## config.mk

```make
export PLATFORM = sky130hd
export DESIGN_NAME = fetch_unit
export DESIGN_NICKNAME = d
export VERILOG_FILES = /design/src/rtl/fetch_unit.sv
export SDC_FILE = /design/constraint.sdc
export NUM_CORES = 1
export LEC_CHECK = 0
export ABC_AREA = 1
export CAP_MARGIN = 0
export CORE_MARGIN = 1
export CORE_UTILIZATION = 50
export DETAILED_ROUTE_END_ITERATION = 16
export HOLD_SLACK_MARGIN = 0.15
export PLACE_DENSITY = 0.85
export SYNTH_ARGS = -nofsm -noshare
export SYNTH_HDL_FRONTEND = slang
export SYNTH_SLANG_ARGS = --single-unit
```

## constraint.sdc

```tcl
create_clock -name clk -period 2.55 [get_ports clk]
set_input_delay 0.3825 -clock clk [delete_from_list [all_inputs] [get_ports clk]]
set_output_delay 0.3825 -clock clk [all_outputs]
set_load 0.005 [all_outputs]
```

## src/rtl/fetch_unit.sv

```systemverilog
// Instruction-fetch stage: owns the fetch PC, issues word requests to instruction
// memory, and hands instr/pc pairs to decode over a valid/ready handshake.
module fetch_unit #(
  parameter logic [31:0] RESET_PC  = 32'h0000_0000,
  parameter logic [31:0] NOP_INSTR = 32'h0000_0013
) (
  input  logic        clk,
  input  logic        reset,
  output logic        ireq,
  output logic [31:0] iaddr,
  input  logic        ivalid,
  input  logic [31:0] idata,
  output logic [31:0] instr,
  output logic [31:0] pc,
  output logic        instr_valid,
  input  logic        instr_ready,
  input  logic        redirect,
  input  logic [31:0] redirect_pc,
  output logic        misalign_err
);

  typedef enum logic [2:0] {
    S_IDLE,
    S_REQ,
    S_HOLD,
    S_DRAIN,
    S_ERR
  } state_t;

  state_t      state_q, state_d;
  logic [31:0] fetch_pc_q, fetch_pc_d;
  logic [31:0] pending_pc_q, pending_pc_d;
  logic [31:0] instr_q, instr_d;
  logic [31:0] pc_q, pc_d;
  logic        instr_valid_q, instr_valid_d;
  logic        misalign_err_q, misalign_err_d;

  always_ff @(posedge clk) begin
    if (reset) begin
      state_q        <= S_IDLE;
      fetch_pc_q     <= RESET_PC;
      pending_pc_q   <= RESET_PC;
      instr_q        <= NOP_INSTR;
      pc_q           <= RESET_PC;
      instr_valid_q  <= 1'b0;
      misalign_err_q <= 1'b0;
    end else begin
      state_q        <= state_d;
      fetch_pc_q     <= fetch_pc_d;
      pending_pc_q   <= pending_pc_d;
      instr_q        <= instr_d;
      pc_q           <= pc_d;
      instr_valid_q  <= instr_valid_d;
      misalign_err_q <= misalign_err_d;
    end
  end

  always_comb begin
    state_d        = state_q;
    fetch_pc_d     = fetch_pc_q;
    pending_pc_d   = pending_pc_q;
    instr_d        = instr_q;
    pc_d           = pc_q;
    instr_valid_d  = instr_valid_q;
    misalign_err_d = misalign_err_q;

    // A misaligned target wins over everything except reset; ERR itself is terminal.
    if (state_q != S_ERR && redirect && redirect_pc[1:0] != 2'b00) begin
      state_d        = S_ERR;
      misalign_err_d = 1'b1;
      pc_d           = redirect_pc;
      instr_d        = NOP_INSTR;
      instr_valid_d  = 1'b0;
    end else begin
      unique case (state_q)
        S_IDLE: begin
          if (redirect) fetch_pc_d = redirect_pc;
          state_d = S_REQ;
        end
        S_REQ: begin
          if (redirect) begin
            if (ivalid) begin
              fetch_pc_d = redirect_pc;
            end else begin
              pending_pc_d = redirect_pc;
              state_d      = S_DRAIN;
            end
          end else if (ivalid) begin
            instr_d       = idata;
            pc_d          = fetch_pc_q;
            instr_valid_d = 1'b1;
            fetch_pc_d    = fetch_pc_q + 32'd4;
            state_d       = S_HOLD;
          end
        end
        S_HOLD: begin
          if (redirect) begin
            instr_valid_d = 1'b0;
            instr_d       = NOP_INSTR;
            fetch_pc_d    = redirect_pc;
            state_d       = S_REQ;
          end else if (instr_ready) begin
            instr_valid_d = 1'b0;
            instr_d       = NOP_INSTR;
            state_d       = S_REQ;
          end
        end
        S_DRAIN: begin
          // A redirect coinciding with the drained response is the newest target.
          if (redirect && ivalid) begin
            fetch_pc_d = redirect_pc;
            state_d    = S_REQ;
          end else if (redirect) begin
            pending_pc_d = redirect_pc;
          end else if (ivalid) begin
            fetch_pc_d = pending_pc_q;
            state_d    = S_REQ;
          end
        end
        S_ERR: begin
          state_d = S_ERR;
        end
        default: begin
          state_d = S_IDLE;
        end
      endcase
    end
  end

  always_comb begin
    ireq         = (state_q == S_REQ) || (state_q == S_DRAIN);
    iaddr        = fetch_pc_q;
    instr        = instr_q;
    pc           = pc_q;
    instr_valid  = instr_valid_q;
    misalign_err = misalign_err_q;
  end

endmodule
```

==> metrics.yaml <==
outcome: "finished clean"
yosys_register_bits: 133
synth_ff_type: "dfxtp_1"
cts.repair.resized: 0
drt_first_iter_violations: 569
total_leakage_power_nw: 3.30
area_growth_pct: 36.1
post-cts-setup-buffers: 0
coreArea_sq_um: 12700
numCtsBuffers: 17
cts_tree: "yes"
antenna_cells: 0
slew_violations: 0
synthesis.area_sq_um: 6550
placementRows: 41
rsz0062_at_grt: "no"
route.detailed.drc: 0
mostFrequentLayoutCells: "nand2_1 (241), clkdlybuf4s50_1 (167), dfxtp_1 (133)"
hold_violations: 0
insertion_delay_ns: 0.43
min_path_type: "flop to flop"
setup_viol_count_final: 0
io_pins: 168
syn_nets: 1044
firstDrtPassIters: 7
grt_max_degree: 70
synth_seq_area_share_pct: 40.6
fin_cells: 1308
drv_cap: 0
viasPerCell: 5.52
finClkSkew_ns: 0.0130
yosysTopAreaCellShare_pct: 40.6
clock-sinks: 133
grt_pass1_wl_um: 31600
synth.distinct_cells: 35
grt_util_met3_pct: 7.73
synth_top_area_cell: "dfxtp_1"
port_buffers: 167
max_clock_freq_ghz: 0.489
ant_nets: 0
yosys_warnings: 0
hpwl_um: 13900
cp.required_ns: 2.90
antenna_found_initial: 0
cts_max_level: 4
clkTransAtPathRegs_ns: 0.05
grt_use_met1_pct: 38.2
busiest_layer: "met2"
finalCritPeriodShare_pct: 80.2
endpoint_kind: "flop"
grt_pass1_vias: 6409
grt_util_met2_pct: 48.7
place_congestion: 0.912
fin_util_pct: 70.1
die_h_um: 116
critPathKind: "flop to flop"
die_w_um: 116
synth.area.top_cells: "dfxtp_1 (41%), nand2_1 (14%), o21ai_0 (9.6%)"
grt.total_usage_pct: 30.3
synth-edff-count: 0
vdd_ir_drop_max_mv: 0.488
vias: 7218
p_per_area_nw_per_um2: 675
tightest_slew_ns: 0.567
drive_gt1_share_pct: 7.04
period_needed_ns: 2.05
worstPathArrival_ns: 2.40
worstPathMaxFanout: 17
nets: 1194
synthCells: 974
start_util_pct: 51.5
finalSetupTns_ns: 0
layout_commonest_cell: "nand2_1"
cts.path.max_buffers: 2
worstSetupStartpointType: "flop"
place_inst: 1277
grt_overflow_total: 0
root_buffer: "clkbuf_16"
maxSlewHeadroom_pct: 62.2
ys_async_sr_fraction_pct: 0
syn_avg_cell_area_sq_um: 6.73
wirelength_um: 20400
die_area_sq_um: 13600
wl_per_cell_um: 15.6
postCtsHoldBufs: 0
==> power by group <==
group | leakage (nW) | internal [W] | total, W | switching (W)
Combinational | 1.93 | 0.000559 | 0.00117 | 0.000610
Clock | 0.286 | 0.00155 | 0.00244 | 0.000888
Sequential | 1.09 | 0.00224 | 0.00242 | 0.000183
Total | 3.30 | 0.00434 | 0.00603 | 0.00168
==> logic make-up after synthesis <==
logic type / share of synthesized area, %
buffers and inverters: 8.40
adders and majority gates: 0.191
DFF: 40.6
AOI/OAI and AO/OA: 22.9
xor gates and xnor gates: 1.60
and+or+nand+nor: 26.3
==> critical path, cell delays in order, from the launching register on <==
cell and delay, ns:
dfxtp_1 0.35, nor2_1 0.40, inv_2 0.22, nand2_2 0.41
nor2_4 0.18, nor2_4 0.20, o21ai_0 0.09, a21oi_1 0.12
==> Yosys cell counts (2+ instances only) <==
master / count
nand2_1: 241
dfxtp_1: 133
o21ai_0: 126
a21oi_1: 110
nor2_1: 100
inv_1: 65
nand3_1: 38
a31oi_1: 31
buf_2: 25
clkbuf_1: 22
inv_2: 10
o22ai_1: 8
nand2_2: 7
xor2_1: 7
buf_4: 6
nor2_4: 5
xnor2_1: 5
nand3_2: 4
nand4_1: 4
nor2_2: 4
nor3_1: 4
o211ai_1: 3
a32oi_1: 2
nand3b_1: 2
or2_2: 2
==> worst paths after layout <==
path                      to  depth (start not counted)       startpoint  slack [ns]
max                 iaddr[1]                          7       state_q[2]        0.50
min          pending_pc_q[1]                          2  pending_pc_q[1]        0.44
max reg2reg         iaddr[1]                          7       state_q[2]        0.50
min reg2reg  pending_pc_q[1]                          2  pending_pc_q[1]        0.44
==> layer usage <==
layer / vias up / share of wire, % / wire [um]
li1: 3527 / - / -
met1: 3306 / 40 / 8220
met2: 348 / 48 / 9720
met3: 37 / 9.6 / 1960
met4: 0 / 2.4 / 494
met5: - / 0 / 0
==> state kept, by name, summed over array words and instances (netlist names) <==
name,flops
instr_valid,1
pending_pc_q,32
state_q,3
instr,32
pc,32
iaddr,32
misalign_err,1
==> area by class of cell <==
| class | count | area [sq um] |
|---|---|---|
| fillers | 1062 | 3800 |
| multi-input cells | 711 | 3340 |
| flip-flops and latches | 133 | 2660 |
| repair buffers | 186 | 1840 |
| clock buffers | 21 | 450 |
| inverters | 75 | 282 |
| well taps | 172 | 215 |
| clock inverters | 10 | 131 |
==> stage by stage <==
stage | hold WS [ns] | instance area (sq um) | power [W] | setup WS, ns
finish | 0.442 | 8920 | 0.00603 | 0.505
global route | 0.466 | 8920 | 0.00627 | 0.445
CTS | 0.440 | 8920 | 0.00603 | 0.582
detailed placement | 0.430 | 8340 | 0.00360 | 0.250
global placement | 0.428 | 8340 | 0.00358 | 0.297
floorplan | 0.418 | 6550 | 0.00301 | 1.04
Note: power is estimated with default switching activity, not from simulation.
